**config.mk**
```make
export PLATFORM = sky130hd
export DESIGN_NAME = phy_tx_serializer
export DESIGN_NICKNAME = d
export VERILOG_FILES = /design/src/rtl/phy_tx_serializer.sv
export SDC_FILE = /design/constraint.sdc
export NUM_CORES = 1
export LEC_CHECK = 0
export BUFFER_PORTS_ARGS = -buffer_cell sky130_fd_sc_hd__buf_2
export CORE_MARGIN = 5
export CORE_UTILIZATION = 45
export DETAILED_ROUTE_END_ITERATION = 16
export PLACE_DENSITY = 0.64
export SYNTH_ARGS = -nofsm -noshare
export SYNTH_HDL_FRONTEND = slang
export SYNTH_SLANG_ARGS = --single-unit
```
**constraint.sdc**
```tcl
create_clock -name clk_32f -period 3.9 [get_ports clk_32f]
set_input_delay 0.39 -clock clk_32f [delete_from_list [all_inputs] [get_ports clk_32f]]
set_output_delay 0.39 -clock clk_32f [all_outputs]
set_load 0.005 [all_outputs]
```
**src/rtl/phy_tx_serializer.sv**
```systemverilog
// Two-lane transmit serializer: stripes 32-bit words alternately onto lane 0 and lane 1,
// MSB first, filling every empty lane slot with the idle/sync symbol.
module phy_tx_serializer #(
    parameter logic [7:0] IDLE_SYM    = 8'hBC,
    parameter int         SYNC_FRAMES = 1
) (
    input  logic        clk_32f,
    input  logic        reset,
    input  logic [31:0] data_in,
    input  logic        valid_in,
    output logic        ready_out,
    output logic        serial_data_0,
    output logic        serial_data_1,
    output logic        tx_active
);

    localparam logic [31:0]       IDLE_WORD = {4{IDLE_SYM}};
    localparam int                SYNC_W    = (SYNC_FRAMES < 1) ? 1 : $clog2(SYNC_FRAMES + 1);
    localparam logic [SYNC_W-1:0] SYNC_LAST = SYNC_W'(SYNC_FRAMES);

    typedef enum logic {
        ST_SYNC = 1'b0,
        ST_RUN  = 1'b1
    } state_t;

    state_t            r_state;
    logic [4:0]        r_bitCnt;
    logic [31:0]       r_shreg0;
    logic [31:0]       r_shreg1;
    logic [31:0]       r_fifo [2];
    logic [1:0]        r_fifoCnt;
    logic              r_nextLane;
    logic [SYNC_W-1:0] r_syncCnt;
    logic              r_ready;
    logic              r_txActive;

    logic              w_load;
    logic              w_push;
    logic [31:0]       w_lane0Word;
    logic [31:0]       w_lane1Word;
    logic [1:0]        w_pops;
    logic [1:0]        w_remain;
    logic [1:0]        w_cntNxt;
    logic              w_nextLaneNxt;
    state_t            w_stateNxt;
    logic [SYNC_W-1:0] w_syncNxt;

    assign w_load = (r_bitCnt == 5'd31);
    assign w_push = valid_in && r_ready;

    // Frame contents chosen at a load edge from the FIFO as it stands before the edge.
    // SYNC holds for SYNC_FRAMES complete idle frames; RUN begins at the load edge that ends them.
    always_comb begin
        w_lane0Word   = IDLE_WORD;
        w_lane1Word   = IDLE_WORD;
        w_pops        = 2'd0;
        w_nextLaneNxt = r_nextLane;
        w_stateNxt    = r_state;
        w_syncNxt     = r_syncCnt;

        if (w_load) begin
            if (r_state == ST_SYNC) begin
                if (r_syncCnt == SYNC_LAST) begin
                    w_stateNxt = ST_RUN;
                end else begin
                    w_syncNxt = r_syncCnt + 1'b1;
                end
            end else if (!r_nextLane) begin
                if (r_fifoCnt >= 2'd2) begin
                    w_lane0Word = r_fifo[0];
                    w_lane1Word = r_fifo[1];
                    w_pops      = 2'd2;
                end else if (r_fifoCnt == 2'd1) begin
                    w_lane0Word   = r_fifo[0];
                    w_pops        = 2'd1;
                    w_nextLaneNxt = 1'b1;
                end
            end else if (r_fifoCnt >= 2'd1) begin
                w_lane1Word   = r_fifo[0];
                w_pops        = 2'd1;
                w_nextLaneNxt = 1'b0;
            end
        end

        w_remain = r_fifoCnt - w_pops;
        w_cntNxt = w_remain + {1'b0, w_push};
    end

    always_ff @(posedge clk_32f or negedge reset) begin
        if (!reset) begin
            r_state    <= ST_SYNC;
            r_bitCnt   <= 5'd31;
            r_shreg0   <= '0;
            r_shreg1   <= '0;
            r_fifo[0]  <= '0;
            r_fifo[1]  <= '0;
            r_fifoCnt  <= 2'd0;
            r_nextLane <= 1'b0;
            r_syncCnt  <= '0;
            r_ready    <= 1'b0;
            r_txActive <= 1'b0;
        end else begin
            r_bitCnt   <= r_bitCnt + 5'd1;
            r_state    <= w_stateNxt;
            r_syncCnt  <= w_syncNxt;
            r_nextLane <= w_nextLaneNxt;
            r_fifoCnt  <= w_cntNxt;

            if (w_load) begin
                r_shreg0 <= w_lane0Word;
                r_shreg1 <= w_lane1Word;
            end else begin
                r_shreg0 <= {r_shreg0[30:0], 1'b0};
                r_shreg1 <= {r_shreg1[30:0], 1'b0};
            end

            // A single pop from a full FIFO promotes the second entry to the head.
            if (w_pops == 2'd1 && r_fifoCnt == 2'd2) begin
                r_fifo[0] <= r_fifo[1];
            end
            if (w_push) begin
                if (w_remain == 2'd1) begin
                    r_fifo[1] <= data_in;
                end else begin
                    r_fifo[0] <= data_in;
                end
            end

            // Ready reflects the post-edge state so a full FIFO never sees another push.
            r_ready    <= (w_stateNxt == ST_RUN) && (w_cntNxt < 2'd2);
            r_txActive <= (w_stateNxt == ST_RUN);
        end
    end

    assign serial_data_0 = r_shreg0[31];
    assign serial_data_1 = r_shreg1[31];
    assign ready_out     = r_ready;
    assign tx_active     = r_txActive;

endmodule

```
==> results.txt <==
Area after DPL = 6210 µm²
Min Clock Period, post-route = 3080 ps
Post-synth top area share = 57.3%
Cells after Synth = 456
GRT Total Usage = 17.7%
CP top delay family = simple AND/OR/NAND/NOR gates
Die H = 124 µm
Worst setup path start = r_bitCnt[0]$_DFF_PN1_
Layout cells sized above 1 = 36.3%
Leak Pwr = 3.24 nW
DR vias/cell = 5.43
Critical Path Fanout Max = 35
Initial antenna violation count = 0
CP Cell Sequence = ha_1 > and3_1 > ha_2 > buf_4 > and2_1 > nand3_1 > buf_12 > mux2_2 > mux2_2
First drt pass iteration count = 4
Final Cell Area = 6870 µm²
Starting Density = 46.2%
Pin count of the biggest net entering global routing = 120
Fin nets = 536
RR Startpoint = r_bitCnt[0]$_DFF_PN1_
Commonest register cell after synthesis = dfrtp_1
VDD IR max = 0.000286 V
Clock latency on the worst-skew pair = 420 ps
Setup TNS = 0 ps
Most used cell along the critical path = mux2_2
Util after Layout = 54.2%
Antenna Cells = 0
H-Tree Depth = 4
Syn Area/Cell = 12.8 µm²
Status = complete, no violations
Total CTS buffers = 17
Final WL = 12.2 mm
Final GP Congestion = 0.770
Yosys cell types = 32
RSZ-0062 raised after global routing = false
Startpoint type of the worst setup path = register
Max-slew headroom = 25.9%
Max-slew violations = 0
Via count = 3697
Final HPWL DP = 7.44 mm
Worst-Margin Slew = 1110 ps
Synthesized cell area = 5850 µm²
CP Data Arrival Time = 3380 ps
Busiest grt layer = met2
Syn Nets = 496
Number of port buffers = 38
EDFF count, synth = 0
CP max stage delay = 540 ps
CP endpoint kind = register
Commonest non-fill, non-tap cell in the layout = dfrtp_1
DR DRC count = 0
M3 GR Usage = 4.81%
Setup CP Type = reg2reg
Tot Pwr = 0.00332 W
Area Overhead vs Synth = 17.3%
Hold_buf cts = 0
Achievable Freq = 325 MHz
Worst-path clk slew = 60 ps
Die Width = 124 µm
First-pass GRT wire length = 20.4 mm
Commonest cells after routing, fill and taps aside = dfrtp_1, mux2_2, buf_2, o22ai_1, inv_1
Grt ovf = 0
Met1 GRT Util = 24.0%
Worst Clk Skew = 5.48 ps
Max-Cap Viols = 0
Ys Warns = 0
Pwr/cell area = 483 nW/µm²
Post-synth top area cell = dfrtp_1
Post-synth ARST share = 100%
Root buffer cell = clkbuf_16
Final period utilization = 78.9%
IO Count = 39
Routed len/inst = 18.0 µm
Seq/Total Area, Yosys = 59.5%
Flops & latches, synth = 139
Core ar. = 12700 µm²
CP max-delay cell = dfstp_2
CTS max path bufs = 2
Final setup fails = 0
Worst Hold Class = in2async
DP Cell Count = 649
Buffers & Inverters on Critical Path = 2
Synth top area cells = dfrtp_1, mux2_2, o22ai_1, o22a_1, dfstp_2
Vias in the first global route = 3923
CTS tree = yes
Required time of the worst setup path = 4200 ps
Antenna Nets Post-Route = 0
Clk sinks = 139
M2 GR Usage = 27.0%
DIE AREA = 15400 µm²
DRT iter0 DRCs = 262
Cell row count = 41
# resized after CTS = 0
Hold Vio Cnt, Final = 0
Non-Filler Instances = 681
Setup bufs post-CTS = 0
==> cell families after synthesis <==
group                    Yosys count  share of synthesized area (%)
XOR/XNOR                           3                          0.449
multiplexers                      96                           18.5
flip-flops                       139                           59.5
adder cells (fa/ha/maj)            5                           1.07
AO/OA/AOI/OAI                    102                           11.6
buffers and inverters             55                           4.36
AND/OR/NAND/NOR                   56                           4.55
==> sequential cells by signal, summed over array words and instances, names as in the netlist <==
| signal | cells |
|---|---|
| tx_active | 1 |
| ready_out | 1 |
| r_fifoCnt | 2 |
| r_bitCnt | 5 |
| r_syncCnt | 1 |
| r_shreg1 | 32 |
| r_shreg0 | 32 |
| r_nextLane | 1 |
| r_fifo | 64 |
==> area by class of cell <==
class / count / area (µm²)
clock buffer: 22 / 494
clock inverter: 10 / 161
tap: 172 / 215
sequential: 139 / 3480
multi-input combinational: 262 / 2120
inverter: 26 / 97.6
timing repair buffer: 50 / 299
fill: 1059 / 5800
==> per-layer routing <==
metal | part of all wire, % | vias to the layer above
met5 | 0 | -
li1 | - | 1695
met4 | 1.6 | 0
met3 | 3.4 | 18
met2 | 48 | 68
met1 | 47 | 1916
==> worst register-to-register path: stages (launching register included) <==
cell and delay, ps:
dfstp_2 540, ha_1 180, and3_1 200, ha_2 200, buf_4 320, and2_1 200
nand3_1 420, buf_12 350, mux2_2 290, mux2_2 260
==> power breakdown <==
part | total, W | switching (W) | internal [W]
combinational | 0.0000856 | 0.0000456 | 0.0000400
clock | 0.00176 | 0.000602 | 0.00115
sequential | 0.00148 | 0.0000154 | 0.00146
total | 0.00332 | 0.000663 | 0.00265
==> cells in the mapped netlist, types with 3 or more instances <==
cell type / number
dfrtp_1: 134
mux2_2: 94
o22ai_1: 31
inv_1: 26
nor2_1: 23
a21oi_1: 22
o22a_1: 20
clkbuf_1: 18
nand2_1: 16
o21ai_0: 14
a22oi_1: 12
buf_6: 5
dfstp_2: 5
ha_1: 5
nand2b_1: 4
buf_2: 3
==> final timing paths <==
| kind | slack (ps) | end | cells after the start |
|---|---|---|---|
| min in group clk_32f | 200 | r_fifo[4]$_DFFE_PN0P_ | 2 |
| min reg2reg | 450 | r_bitCnt[0]$_DFF_PN1_ | 1 |
| max | 820 | r_fifo[33]$_DFF_PN0_ | 9 |
| min | 110 | r_fifoCnt[0]$_DFF_PN0_ | 1 |
| max reg2reg | 820 | r_fifo[33]$_DFF_PN0_ | 9 |
| max in group asynchronous | 2820 | r_shreg1[25]$_DFF_PN0_ | 2 |
==> stage by stage <==
step | hold WS, ps | setup slack [ps]
after detailed placement | 437 | 814
after global routing | 200 | 641
after floorplan | 94.4 | 1180
after CTS | 188 | 793
final | 105 | 821
after global placement | 439 | 877
No activity file was read; power rests on OpenSTA's default activity.
